[config.mk]
export PLATFORM = sky130hd
export DESIGN_NAME = seg7_scan_driver
export DESIGN_NICKNAME = d
export VERILOG_FILES = /design/src/rtl/seg7_pkg.sv /design/src/rtl/seg7_digit_decode.sv /design/src/rtl/seg7_scan_driver.sv
export SDC_FILE = /design/constraint.sdc
export NUM_CORES = 1
export LEC_CHECK = 0
export ABC_CLOCK_PERIOD_IN_PS = 2200
export CAP_MARGIN = 20
export CORE_MARGIN = 4
export CORE_UTILIZATION = 40
export CTS_CLUSTER_SIZE = 25
export DETAILED_ROUTE_END_ITERATION = 8
export PLACE_DENSITY_LB_ADDON = 0.2
export SLEW_MARGIN = 20
export SYNTH_ARGS = -nofsm -noshare
export SYNTH_HDL_FRONTEND = slang
export SYNTH_HIERARCHICAL = 1
export SYNTH_SLANG_ARGS = --single-unit
[constraint.sdc]
create_clock -name clk -period 2.2 [get_ports clk]
set_clock_uncertainty 0.2 [all_clocks]
set_input_delay 0.33 -clock clk [delete_from_list [all_inputs] [get_ports clk]]
set_output_delay 0.33 -clock clk [all_outputs]
set_load 0.02 [all_outputs]
[src/rtl/seg7_pkg.sv]
// Shared types and constants for the seven-segment scan driver.
// Segment patterns are active-low, bit 7 = g down to bit 1 = a.
package seg7_pkg;

    localparam int unsigned BCD_W   = 4;
    localparam int unsigned SEG_W   = 7;
    localparam int unsigned N_CODES = 16;

    typedef logic [7:1] seg7_t;

    localparam seg7_t      SEG_BLANK = 7'h7F;
    localparam seg7_t      SEG_DASH  = 7'h3F;
    localparam logic [3:0] BCD_BLANK = 4'hA;

    // Indexed by the 4-bit code; A..E blank, F shows only segment g.
    localparam seg7_t SEG_TABLE [N_CODES] = '{
        7'h40, 7'h79, 7'h24, 7'h30,
        7'h19, 7'h12, 7'h02, 7'h78,
        7'h00, 7'h10, SEG_BLANK, SEG_BLANK,
        SEG_BLANK, SEG_BLANK, SEG_BLANK, SEG_DASH
    };

    function automatic seg7_t seg7_lookup(input logic [BCD_W-1:0] code);
        return SEG_TABLE[code];
    endfunction

endpackage

[src/rtl/seg7_digit_decode.sv]
// Combinational BCD-to-segment decode with a forced-blank override.
module seg7_digit_decode
    import seg7_pkg::*;
(
    input  logic [BCD_W-1:0] i_code,
    input  logic             i_blank,
    output seg7_t            o_seven_n_c
);

    always_comb begin
        o_seven_n_c = seg7_lookup(i_code);
        if (i_blank) begin
            o_seven_n_c = SEG_BLANK;
        end
    end

endmodule

[src/rtl/seg7_scan_driver.sv]
// Time-multiplexed N-digit common-anode seven-segment driver with frame-aligned
// shadow update. Define SEG7_LEADING_ZERO_BLANK_EN to suppress leading zeros.
module seg7_scan_driver
    import seg7_pkg::*;
#(
    parameter int unsigned N_DIGITS = 4,
    parameter int unsigned SCAN_DIV = 50000,
    parameter int unsigned CNT_W    = $clog2(SCAN_DIV)
) (
    input  logic                      clk,
    input  logic                      rst,
    input  logic                      load,
    input  logic [BCD_W*N_DIGITS-1:0] bcd_in,
    input  logic [N_DIGITS-1:0]       dp_in,
    output logic [7:1]                seven,
    output logic                      dp_n,
    output logic [N_DIGITS-1:0]       digit_en_n,
    output logic                      frame_start
);

    localparam int unsigned IDX_W  = (N_DIGITS > 1) ? $clog2(N_DIGITS) : 1;
    localparam int unsigned WORD_W = BCD_W * N_DIGITS;

    localparam logic [CNT_W-1:0]    PRESC_MAX  = CNT_W'(SCAN_DIV - 1);
    localparam logic [IDX_W-1:0]    IDX_MAX    = IDX_W'(N_DIGITS - 1);
    localparam logic [N_DIGITS-1:0] DIG_ONE    = N_DIGITS'(1);
    localparam logic [WORD_W-1:0]   BLANK_WORD = {N_DIGITS{BCD_BLANK}};

    logic [CNT_W-1:0]    r_presc;
    logic [IDX_W-1:0]    r_idx;
    logic [WORD_W-1:0]   r_pend_bcd;
    logic [N_DIGITS-1:0] r_pend_dp;
    logic                r_pend_valid;
    logic [WORD_W-1:0]   r_disp_bcd;
    logic [N_DIGITS-1:0] r_disp_dp;
    logic                r_showing0;

    logic                w_tick;
    logic                w_swap;
    logic [BCD_W-1:0]    w_code;
    logic [N_DIGITS-1:0] w_lz_blank;
    logic                w_blank;
    seg7_t               w_seven_n;

    assign w_tick = (r_presc == PRESC_MAX);
    assign w_swap = w_tick && (r_idx == IDX_MAX) && r_pend_valid;

    // Prescaler and digit index.
    always_ff @(posedge clk or posedge rst) begin
        if (rst) begin
            r_presc <= '0;
            r_idx   <= '0;
        end else begin
            r_presc <= w_tick ? '0 : r_presc + CNT_W'(1);
            if (w_tick) begin
                r_idx <= (r_idx == IDX_MAX) ? '0 : r_idx + IDX_W'(1);
            end
        end
    end

    // Pending shadow and display registers; display changes only at frame end.
    always_ff @(posedge clk or posedge rst) begin
        if (rst) begin
            r_pend_bcd   <= BLANK_WORD;
            r_pend_dp    <= '0;
            r_pend_valid <= 1'b0;
            r_disp_bcd   <= BLANK_WORD;
            r_disp_dp    <= '0;
        end else begin
            if (load) begin
                r_pend_bcd <= bcd_in;
                r_pend_dp  <= dp_in;
            end
            if (w_swap) begin
                r_disp_bcd <= r_pend_bcd;
                r_disp_dp  <= r_pend_dp;
            end
            r_pend_valid <= load | (r_pend_valid & ~w_swap);
        end
    end

`ifdef SEG7_LEADING_ZERO_BLANK_EN
    logic w_lz_run;

    // Blank zeros from the top digit down until the first non-zero code.
    always_comb begin
        w_lz_blank = '0;
        w_lz_run   = 1'b1;
        for (int j = int'(N_DIGITS) - 1; j >= 1; j--) begin
            if (w_lz_run && (r_disp_bcd[BCD_W*j +: BCD_W] == 4'h0)) begin
                w_lz_blank[j] = 1'b1;
            end else begin
                w_lz_run = 1'b0;
            end
        end
    end
`else
    assign w_lz_blank = '0;
`endif

    assign w_code  = r_disp_bcd[{r_idx, 2'b00} +: BCD_W];
    assign w_blank = w_lz_blank[r_idx];

    seg7_digit_decode u_decode (
        .i_code      (w_code),
        .i_blank     (w_blank),
        .o_seven_n_c (w_seven_n)
    );

    // Registered outputs lag r_idx by one clock.
    always_ff @(posedge clk or posedge rst) begin
        if (rst) begin
            seven       <= SEG_BLANK;
            dp_n        <= 1'b1;
            digit_en_n  <= '1;
            frame_start <= 1'b0;
            r_showing0  <= 1'b0;
        end else begin
            seven       <= w_seven_n;
            dp_n        <= ~r_disp_dp[r_idx];
            digit_en_n  <= ~(DIG_ONE << r_idx);
            frame_start <= (r_idx == '0) && !r_showing0;
            r_showing0  <= (r_idx == '0);
        end
    end

endmodule

; Word-level counts from Yosys, hierarchy flattened
; Memories as Yosys holds them, arrays and structs flattened. A register that Yosys moved wholly into a read port is not among the register bits.
; Cells that the tools add are included.
[totals]
reg_bits = 66
latchBits = 0
ramBits = 0
romBits = 112
input_bits = 23
mem_count = 1
[op_classes]
addsub = 2
mul = 0
div = 0
order_cmp = 1
n_eq_ne = 2
shifts = 2
n_mux = 4
bitwise_logic = 6
n_reduce_logical = 5
[memory_table]
columns = memory, words, width, read_ports, rd_ports_with_merged_regs, write_ports, line
row1 = (name not given), 16, 7, 1, 1, 0, seg7_pkg.sv:24  ; return SEG_TABLE[code];
[ops]
columns = op, count
row1 = "16-bit by 1-bit adder with 16-bit output, second input constant", 1
row2 = "16-bit == test, second input constant", 1
row3 = 16-bit 2-to-1 mux, 1
row4 = 16-bit by 5-bit variable part select with 4-bit output, 1
row5 = 4-bit NOT with 5-bit output, 1
row6 = 4-bit NOT, 1
row7 = "1-bit by 2-bit << shifter with 4-bit output, first input constant", 1
row8 = 1-bit logical AND, 3
row9 = "2-bit by 3-bit < comparator with 1-bit output, second input constant", 1
row10 = "2-bit by 1-bit adder with 2-bit output, second input constant", 1
row11 = 1-bit binary-select mux with 2-bit select, 1
row12 = "2-bit == test, second input constant", 1
row13 = 2-bit zero test, 1
row14 = 2-bit 2-to-1 mux, 1
row15 = 1-bit NOT, 2
row16 = 1-bit AND, 1
row17 = 1-bit zero test, 1
row18 = 1-bit 2-to-1 mux, 1
row19 = 1-bit OR, 1

; Depth between registers and ports, before layout
[logic_depth]
word_depth = 6
ltp_mapped = 7
mapped_depth_nobuf = 6

; Modules after synthesis
; Netlist, hierarchy kept.
[modules_own_cells]
columns = mod, instances, cells_each, area_each_um2
row1 = seg7_scan_driver, 1, 200, 3037.9
row2 = seg7_digit_decode, 1, 37, 264.0

; Least setup slack after synthesis
; Ideal clock, no wire load.
[synth_path]
path_type = reg-to-reg
from = register r_idx[1]
to = register seven[7] (netlist bit)
setup_time_ns = 0.084
t_arrival_ns = 1.941
path_slack_ns = -0.025
path_stages_with_launch = 6
path_buffers = 1
cell_sequence = dfrtp_1 clkbuf_1 mux4_2 ha_1 or2_1 a311o_1
[synth_between]
elab_chain_len = 2
[synth_rtl]
columns = item, line
row1 = "start, declared", seg7_scan_driver.sv:30  ; logic [IDX_W-1:0] r_idx;
row2 = "start signal, assigned", seg7_scan_driver.sv:56  ; r_idx <= (r_idx == IDX_MAX) ? '0 : r_idx + IDX_W'(1);
row3 = 16-bit by 5-bit variable part select with 4-bit output, seg7_scan_driver.sv:101  ; assign w_code = r_disp_bcd[{r_idx, 2'b00} +: BCD_W];
row4 = net w_code[1], seg7_scan_driver.sv:40  ; logic [BCD_W-1:0] w_code;
row5 = 4-bit NOT with 5-bit output (implied by the code), seg7_pkg.sv:24
row6 = "end, declared", seg7_scan_driver.sv:15  ; output logic [7:1] seven,
; The timed path passes the listed nets, and every way through them passes these cells.
; A chain may end at the register's enable or synchronous reset.

; Final worst setup path
; Ends and elaborated chain as after synthesis.

==> summary.txt <==
Status
  – Status: finished clean

Finish
  – Area taken by multi-input logic gates: ~1300 sq um
  – Fraction of layout cells with a size suffix above 1: 0.349
  – Fin nets: approximately 320
  – Storage element area: approximately 1900 sq um
  – Syn-to-layout area delta: 22.9%
  – Antenna Cells: 0
  – # fillers: ~700
  – Final std cells w/o fill: ~400
  – Post-route cell area: about 4000 sq um

Setup path
  – Critical Path Start Type: register
  – Critical Path RT: 2.26 ns
  – Max stage delay on crit path: roughly 0.64 ns
  – Critical path class: register to register
  – Arrival @ worst endpoint: between 2 and 2.5 ns
  – Max FO, Critical Path: 7
  – CP max stage cell: mux4_2
  – Crit-path cells: mux4_2, ha_1, or2_1, a311o_1
  – Setup crit end kind: register

GRT
  – Vias in the first global route: between 1.5k and 2k
  – Global Route Usage Sum: 0.119
  – Initial antenna violation count: 0
  – GRT overflow: 0
  – First-pass GRT wire length: around 9300 um
  – Largest net degree at the start of global routing: 43

Timing
  – Max Slew Vio Count: 0
  – Post-route minimum period: 2.10 ns
  – Fin. Hold Viols: 0
  – Hold Worst Slack: about 0.14 ns
  – Final setup vio count: 0
  – Unrepaired setup endpoints after global routing: false
  – Sum Neg Setup Slack: 0 ns
  – Period utilization: 0.953
  – Max Freq: 477 MHz

Logic synthesis
  – Compound-Gate Fraction of Synth Area: 0.0269
  – Synth async-reset ratio: 1.00
  – Seq/Total Area, Yosys: 0.564
  – Adder-cell share of the synthesized area: 0.0417
  – Syn_area_per_cell: about 14 sq um
  – Library cells used by synthesis: 39
  – Number of synthesized register bits: 73
  – Synth Cell Area: around 3300 sq um
  – Number of synthesized flops with an enable pin: 0
  – Yosys warns: 6
  – Synth Area in XOR/XNOR: 0.0398
  – Ys flop type: dfrtp_1
  – Post-synthesis mux area share: 0.193
  – Post-Synth Simple-Gate Area: 0.0947
  – Synthesized instance count: 237
  – Largest family of logic cells by synthesized area: multiplexers

Placement
  – Port Buffers: 35
  – Final Wtd Congestion: ~0.81
  – DP Wirelength: between 3000 and 4000 um
  – Placed cells: approximately 380
  – Placed inst area: between 3000 and 4000 sq um

Power
  – Pwr/cell area: roughly 680 nW/um^2
  – Pwr Total: between 2 and 3 mW
  – Leak: between 1.5 and 2 nW
  – Peak supply drop: roughly 0.26 mV

Detailed routing
  – Vias per inst: 4.69
  – Routed Antenna Nets: 0
  – Post-DR wirelength/cell: 13.7 um
  – DRC: 0
  – Iter 0 DRT Violations: 89
  – Detailed Route WL: 5440 um
  – Drt pass-1 iters: 6
  – Vias: 1,862

Clocking
  – Root Buffer: clkbuf_8
  – H-tree Lvls: 3
  – Post-CTS Resized: 0
  – Reg clk slew, reported paths: around 0.08 ns
  – CTS buffer count: 9
  – Worst skew pair latency: about 0.33 ns
  – Clock net sink count: 73
  – Post-CTS Setup Bufs: 0
  – # hold bufs at CTS: 0
  – Clk buf depth: 2
  – CTS tree: yes

Floorplan
  – Die width: slightly below 100 um
  – IO Count: 36
  – Die Span Y: roughly 99 um
  – Core ar.: a little under 8000 sq um
  – FP Rows: 32
  – Die area: ~10000 sq um
  – Initial core utilization: 0.419

Worst hold path
  – Worst hold path type: input pin to async pin

Flow run
  – Max_cap viols: 0
-- Yosys cell counts, types with 2 or more instances --
| library cell | instances | share of area |
|---|---|---|
| a21oi_1 | 3 | 0.0045 |
| and4_1 | 2 | 0.0053 |
| buf_12 | 2 | 0.012 |
| clkbuf_1 | 5 | 0.0057 |
| dfrtp_1 | 45 | 0.34 |
| dfstp_2 | 28 | 0.22 |
| ha_1 | 11 | 0.042 |
| inv_1 | 12 | 0.014 |
| mux2_2 | 20 | 0.068 |
| mux2_4 | 20 | 0.091 |
| mux4_2 | 5 | 0.034 |
| nand2_1 | 8 | 0.0091 |
| nand2b_1 | 3 | 0.0057 |
| nand3_1 | 6 | 0.0091 |
| nand4_1 | 4 | 0.0076 |
| nor2_1 | 16 | 0.018 |
| nor2b_1 | 2 | 0.0038 |
| nor3_1 | 2 | 0.0030 |
| nor4_1 | 3 | 0.0057 |
| nor4bb_1 | 3 | 0.0091 |
| o21ai_0 | 3 | 0.0045 |
| o21ai_1 | 3 | 0.0045 |
| or2_1 | 2 | 0.0038 |
| xnor2_1 | 6 | 0.016 |
| xor2_1 | 9 | 0.024 |
-- where the power goes --
group	switching, mW	total, mW	internal, mW
sequential	0.0215	1.42	1.40
clock	0.476	1.18	0.701
combinational	0.0599	0.146	0.0859
total	0.558	2.75	2.19
-- final timing paths --
path	to	depth (start not counted)	slack, ns	from
max in group asynchronous	digit_en_n[3]$_DFF_PP1_	3	1.07	rst
max reg2reg	seven[7]$_DFF_PP1_	4	0.10	r_idx[1]$_DFFE_PP0N_
max	seven[7]$_DFF_PP1_	4	0.10	r_idx[1]$_DFFE_PP0N_
min reg2reg	frame_start$_DFF_PP0_	1	0.20	r_showing0$_DFF_PP0_
min in group clk	frame_start$_DFF_PP0_	1	0.20	r_showing0$_DFF_PP0_
min	r_pend_dp[2]$_DFFE_PP0P_	2	0.14	rst
-- metal layers --
metal,wire [um],track usage,vias to the layer above
met3,245,0.0340,7
met4,77,0.0567,0
li1,-,-,913
met5,0,0,-
met2,2400,0.165,35
met1,2720,0.172,907
-- worst max-delay path, delay by kind of cell, from the launching register on --
family | cells | cell delay (ns)
AOI/OAI and AO/OA | 1 | 0.32
adders and majority gates | 1 | 0.23
and+or+nand+nor | 1 | 0.22
DFF | 1 | 0.42
muxes | 1 | 0.64
-- sequential cells by signal, indices dropped and copies added (netlist names) --
| register | count |
|---|---|
| digit_en_n | 4 |
| dp_n | 1 |
| frame_start | 1 |
| r_disp_bcd | 16 |
| r_disp_dp | 4 |
| r_idx | 2 |
| r_pend_bcd | 16 |
| r_pend_dp | 4 |
| r_pend_valid | 1 |
| r_presc | 16 |
| r_showing0 | 1 |
| seven | 7 |
-- cell type report --
cell class | instances | area share
well taps | 102 | 0.0315
multi-input cells | 149 | 0.330
clock inverters | 4 | 0.0185
flip-flops and latches | 73 | 0.459
inverters | 12 | 0.0120
repair buffers | 45 | 0.111
clock buffers | 12 | 0.0382
-- kinds of logic (layout without fill, tap and decap cells) --
group / count (synthesis) / in the layout
buffers and inverters: 22 / 73
other: 1 / 8
adders and majority gates: 11 / 11
AOI/OAI and AO/OA: 14 / 14
xor gates and xnor gates: 15 / 15
muxes: 45 / 45
and+or+nand+nor: 56 / 56
DFF: 73 / 73
-- placed cells by master (no fill, tap or decap), types with 3 or more instances in the layout --
| cell | instances |
|---|---|
| dfrtp_1 | 45 |
| clkdlybuf4s50_1 | 35 |
| dfstp_2 | 28 |
| mux2_4 | 20 |
| mux2_2 | 20 |
| nor2_1 | 16 |
| inv_1 | 11 |
| ha_1 | 11 |
| clkbuf_8 | 11 |
| xor2_1 | 9 |
| nand2_1 | 8 |
| buf_4 | 8 |
| conb_1 | 8 |
| nand3_1 | 6 |
| xnor2_1 | 6 |
| mux4_2 | 5 |
| nand4_1 | 4 |
| nor4bb_1 | 3 |
| nor4_1 | 3 |
| clkinvlp_4 | 3 |
| o21ai_0 | 3 |
| nand2b_1 | 3 |
| a21oi_1 | 3 |
| o21ai_1 | 3 |
-- through the flow --
stage / utilization / setup WS [ns]
2_1_floorplan: - / 0.00483
3_3_place_gp: 0.485 / 0.115
3_5_place_dp: 0.485 / 0.135
4_1_cts: 0.514 / 0.105
5_1_grt: 0.514 / 0.0351
6_report: 0.514 / 0.104
(Power assumes the default switching activity.)
